$ cat src/rtl/serdes_lb_satcnt.sv
// Saturating up-counter with a synchronous clear that beats increment.
module serdes_lb_satcnt #(
   parameter int W = 16
) (
   input  logic         clk,
   input  logic         srst,
   input  logic         clr,
   input  logic         inc,
   output logic [W-1:0] cnt_o
);

   logic [W-1:0] cnt_q;
   logic [W-1:0] cnt_d;

   always_comb begin
      cnt_d = cnt_q;
      if (clr) begin
         cnt_d = '0;
      end else if (inc && (cnt_q != {W{1'b1}})) begin
         cnt_d = cnt_q + 1'b1;
      end
   end

   always_ff @(posedge clk) begin
      if (srst) begin
         cnt_q <= '0;
      end else begin
         cnt_q <= cnt_d;
      end
   end

   assign cnt_o = cnt_q;

endmodule

$ cat config.mk
export PLATFORM = sky130hd
export DESIGN_NAME = serdes_lb_satcnt
export DESIGN_NICKNAME = d
export VERILOG_FILES = /design/src/rtl/serdes_lb_satcnt.sv
export SDC_FILE = /design/constraint.sdc
export NUM_CORES = 1
export LEC_CHECK = 0
export CORE_UTILIZATION = 30
export DETAILED_ROUTE_END_ITERATION = 12
export PLACE_DENSITY_LB_ADDON = 0.15
export SYNTH_ARGS = -nofsm -noshare
export SYNTH_HDL_FRONTEND = slang
export SYNTH_SLANG_ARGS = --single-unit
$ cat constraint.sdc
create_clock -name clk -period 1.5 [get_ports clk]
set_input_delay 0.15 -clock clk [delete_from_list [all_inputs] [get_ports clk]]
set_output_delay 0.15 -clock clk [all_outputs]
set_load 0.01 [all_outputs]
==> Word level (Yosys, flattened, before mapping) <==
Index checks and enable logic that the tools add are counted.
Widths: inputs -> output; s select.
{ "totals": {"ff_bits": 16, "output_inout_bits": 16} }
{ "op_classes": {"n_addsub": 1, "n_eq_ne": 1, "n_reduce_logical": 2} }
{ "op_table": {"columns": ["op", "count"], "rows": [
  ["$add 16x1->16 const B", 1],
  ["$ne 16x16->1 const B", 1],
  ["$reduce_or 2->1", 1],
  ["$logic_and 1x1->1", 1]
]} }

==> Logic depth before layout (Yosys ltp) <==
{ "depth": {"word_depth": 2, "depth_mapped": 6, "mapped_depth_nobuf": 5} }

==> Worst setup path before layout <==
No wires, ideal clock.
{ "synth_path": {"path_type": "register to register", "startpoint": "reg cnt_q[0] (netlist: cnt_o[0])", "endpoint": "reg cnt_q[12] (netlist: cnt_o[12])", "arrival_ns": 1.405, "required_time_ns": 1.409, "path_slack_ns": 0.004, "path_stages_with_launch": 7, "n_path_buf": 1, "cell_sequence": "dfxtp_1 > ha_1 > and4_4 > and3_1 > buf_4 > a31oi_1 > a311oi_1"} }
{ "synth_between": {"elab_chain_len": 2, "word_cells_on_any_way": 3} }
{ "synth_rtl": {"columns": ["element", "line_no", "rtl"], "rows": [
  ["from (decl)", "12", "logic [W-1:0] cnt_q;"],
  ["from (signal assigned)", "28", "cnt_q <= cnt_d;"],
  ["parallel branches: the longest is 2 deep, another holds $add 16x1->16", null, null]
]} }
Several ways; the timed one is not identified.
A chain may end at the register's enable or synchronous reset.

==> Final worst setup path <==
{ "layout_path": {"startpoint": "reg cnt_q[1] (netlist: cnt_o[1])", "endpoint": "out cnt_o[1]"} }
{ "layout_rtl": {"columns": ["element", "line_no", "rtl"], "rows": [
  ["to (decl)", "9", "output logic [W-1:0] cnt_o"]
]} }
No word-level cell between the ends.

==> results.rst <==
.. list-table::
   :header-rows: 1

   * - Metric
     - Value
   * - R2r worst-path depth
     - 5
   * - Final min period
     - 1.45 ns
   * - Worst-skew pair later-pin latency
     - 0.29 ns
   * - Cell area after technology mapping
     - 917 um2
   * - RSZ-0062 raised after global routing
     - no
   * - Number of clock buffers inserted by TritonCTS
     - 3
   * - CP Capture Type
     - primary output
   * - Maximum number of pins on one net before global-route repair
     - 12
   * - Routed length per placed instance
     - 12.8 um
   * - Top achievable clock speed
     - 690 MHz
   * - Portion of the clock cycle consumed by the worst path in the final layout
     - 96.7%
   * - Row Count
     - 19
   * - Clock sink count
     - 16
   * - Final Hold Viols
     - 0
   * - Post-DR vias/cell
     - 5.33
   * - Drc violations
     - 2
   * - Number of top-level design ports
     - 20
   * - Number of buffers inserted by hold repair at cts
     - 0
   * - Antenna fix cells
     - 0
   * - Clock slew seen by the registers of the worst setup and hold paths
     - 0.11 ns
   * - Hold path start
     - cnt_o[3]$_SDFFE_PP0P_
   * - Measured slew at the worst slew-check pin
     - 0.217 ns
   * - Initial DRC Count
     - 26
   * - Total routing usage reported by global routing
     - 14.1%
   * - Die Y
     - 57.3 um
   * - Pre-CTS setup slack
     - -0.211 ns
   * - Path class of the lowest-slack min-delay path
     - flop to flop
   * - Power, Total
     - 0.780 mW
   * - Static Leakage
     - 0.553 nW
   * - Detailed-route wire length
     - 2.16 mm
   * - X dimension of the die
     - 57.3 um
   * - Fraction of layout cells with a size suffix above 1
     - 31.9%
   * - Most frequent cells in the layout
     - 18 x sky130_fd_sc_hd__buf_4, 15 x sky130_fd_sc_hd__clkdlybuf4s50_1, 13 x sky130_fd_sc_hd__nand2_1
   * - Data arrival time of the critical path
     - 1.30 ns
   * - Synthesized flop and latch total
     - 16
   * - Clock Root Buffer
     - sky130_fd_sc_hd__clkbuf_4
   * - Power density over the cells
     - 592 nW/um2
   * - Sequential-to-total area share from yosys stat
     - 34.9%
   * - Maximum fanout along the worst path
     - 4
   * - Post-synthesis to final-layout area growth
     - 43.7%
   * - Antenna violations before repair
     - 0
   * - Worst flop-to-flop path endpoint
     - cnt_o[10]$_SDFFE_PP0P_
   * - Setup skew after layout
     - 0.00416 ns
   * - Most frequent standard cell in the layout excluding fill and tap cells
     - sky130_fd_sc_hd__buf_4
   * - Router iterations before antenna repair
     - 10
   * - Number of nets still failing antenna checks after routing
     - 0
   * - Worst setup path start
     - cnt_o[1]$_SDFFE_PP0P_
   * - Routability cong.
     - 0.749
   * - Slew Viols, Final
     - 0
   * - Wire length of the first global-routing pass
     - 3.53 mm
   * - Distinct cell type count after synthesis
     - 36
   * - Worst setup SP type
     - flop
   * - Post-layout nets
     - 144
   * - R2R setup slack
     - 0.07 ns
   * - Total congestion overflow after global routing
     - 0
   * - Setup Viol. Count Final
     - 0
   * - Outcome
     - complete, but fails checks
   * - Type of the worst setup path
     - flop to primary output
   * - Worst slew slack as a fraction of its limit
     - 85.5%
   * - Core ar.
     - 2830 um2
   * - Clock tree buffer depth
     - 2
   * - Worst ir drop on vdd
     - 0.229 mV
   * - Die area
     - 3280 um2
   * - Failing checks
     - design-rule violations
   * - Via count
     - 900
   * - Post-DP HPWL
     - 1.64 mm
   * - Ys Warns
     - 0
   * - Post-Syn Instances
     - 102
   * - Clock tree from TritonCTS
     - yes
   * - Postcts setup bufs
     - 0
   * - Required time of the critical path
     - 1.35 ns
   * - Worst setup path endpoint
     - cnt_o[1]
   * - Fin worst setup slack
     - 0.0499 ns
   * - Flip-flop count of the largest register after layout
     - 16
   * - Synthesized area divided by synthesized cell count
     - 8.99 um2
   * - Number of max-capacitance violations reported
     - 0
   * - Post-Syn Nets
     - 107
   * - Worst r2r src
     - cnt_o[0]$_SDFFE_PP0P_
   * - Count of buffers inserted at the top-level ports
     - 19
   * - Vias in the first global route
     - 832
   * - Depth of the CTS H-tree
     - 1
   * - Initial cell density of the core
     - 32.4%
## layer usage
layer | GRT usage, % | wire length, um
met2 | 22.2 | 962
met1 | 18.4 | 1100
met5 | 0 | 0
met3 | 2.49 | 78
met4 | 7.32 | 22
## kinds of logic after synthesis
group | count (synthesis) | share of synthesized area, %
buffers and inverters | 6 | 5.05
flip-flops | 16 | 34.9
adder cells (fa/ha/maj) | 1 | 1.36
multiplexers | 6 | 6.55
AO/OA/AOI/OAI | 27 | 20.6
AND/OR/NAND/NOR | 46 | 31.5
## critical path, stage by stage, from the launching register on
cell and delay [ns]:
sky130_fd_sc_hd__dfxtp_1 0.35, sky130_fd_sc_hd__buf_4 0.13, sky130_fd_sc_hd__clkdlybuf4s50_1 0.53
## synth_stat cells
master,count,area [um2]
sky130_fd_sc_hd__nand4_4,1,21.3
sky130_fd_sc_hd__buf_6,2,22.5
sky130_fd_sc_hd__a311oi_1,1,8.76
sky130_fd_sc_hd__and3_4,2,22.5
sky130_fd_sc_hd__or3_2,3,22.5
sky130_fd_sc_hd__o21ai_1,2,10.0
sky130_fd_sc_hd__a21oi_1,6,30.0
sky130_fd_sc_hd__nor3_1,2,10.0
sky130_fd_sc_hd__nand4_1,3,18.8
sky130_fd_sc_hd__inv_1,1,3.75
sky130_fd_sc_hd__a211oi_1,3,22.5
sky130_fd_sc_hd__o2111a_1,1,11.3
sky130_fd_sc_hd__a21boi_0,1,7.51
sky130_fd_sc_hd__a2111o_1,2,22.5
sky130_fd_sc_hd__or2_1,1,6.26
sky130_fd_sc_hd__dfxtp_1,16,320
sky130_fd_sc_hd__nand3_1,5,25.0
sky130_fd_sc_hd__ha_1,1,12.5
sky130_fd_sc_hd__mux2i_1,6,60.1
sky130_fd_sc_hd__and3_1,3,18.8
sky130_fd_sc_hd__and2_1,2,12.5
sky130_fd_sc_hd__dlygate4sd1_1,1,8.76
sky130_fd_sc_hd__a211oi_2,1,12.5
sky130_fd_sc_hd__a41o_1,1,10.0
sky130_fd_sc_hd__nor2_1,2,7.51
sky130_fd_sc_hd__and4_4,1,11.3
sky130_fd_sc_hd__a31oi_1,4,25.0
sky130_fd_sc_hd__and2_2,2,15.0
sky130_fd_sc_hd__nand2_1,13,48.8
sky130_fd_sc_hd__or3_1,4,25.0
sky130_fd_sc_hd__buf_1,1,3.75
sky130_fd_sc_hd__buf_4,1,7.51
sky130_fd_sc_hd__nor3_4,1,16.3
sky130_fd_sc_hd__o21ai_0,4,20.0
sky130_fd_sc_hd__o2111ai_1,1,8.76
sky130_fd_sc_hd__and3_2,1,7.51
## timing repair
action,CTS,global route
gates cloned,0,0
pin swaps,0,1
resized for setup,3,12
setup endpoints to repair,5,11
## through the flow
step                TNS (ns)  instances  hold WS (ns)  cell area [um2]  util, %
global route               0        169         0.538             1320     46.6
finish                     0        169         0.510             1320     46.6
CTS                  -0.0105        169         0.514             1280     45.2
floorplan                  0        102         0.329              917        -
detailed placement    -0.882        165         0.501             1240     43.8
global placement      -0.605        165         0.495             1240     43.8
## report_power, final
part	total [mW]	internal [mW]	switching (mW)
registers	0.427	0.426	0.000997
logic	0.0552	0.0317	0.0235
clock network	0.297	0.148	0.149
total	0.780	0.606	0.174
## how the worst min path moves through the flow
| stage | to | slack (ns) | cells after the start |
|---|---|---|---|
| 3_3_place_gp | cnt_o[3]$_SDFFE_PP0P_ | 0.50 | 2 |
| 3_5_place_dp | cnt_o[3]$_SDFFE_PP0P_ | 0.50 | 2 |
| 4_1_cts | cnt_o[3]$_SDFFE_PP0P_ | 0.51 | 2 |
| 2_1_floorplan | cnt_o[0]$_SDFFE_PP0P_ | 0.33 | 2 |
| 6_report | cnt_o[3]$_SDFFE_PP0P_ | 0.51 | 2 |
| 5_1_grt | cnt_o[7]$_SDFFE_PP0P_ | 0.54 | 2 |
## cell type report
| cell class | count | area (um2) |
|---|---|---|
| inverters | 1 | 3.75 |
| repair buffers | 37 | 335 |
| multi-input cells | 80 | 578 |
| well taps | 31 | 38.8 |
| clock buffers | 4 | 36.3 |
| flip-flops and latches | 16 | 325 |
| fillers | 288 | 1510 |
No activity file was read; power rests on OpenSTA's default activity.
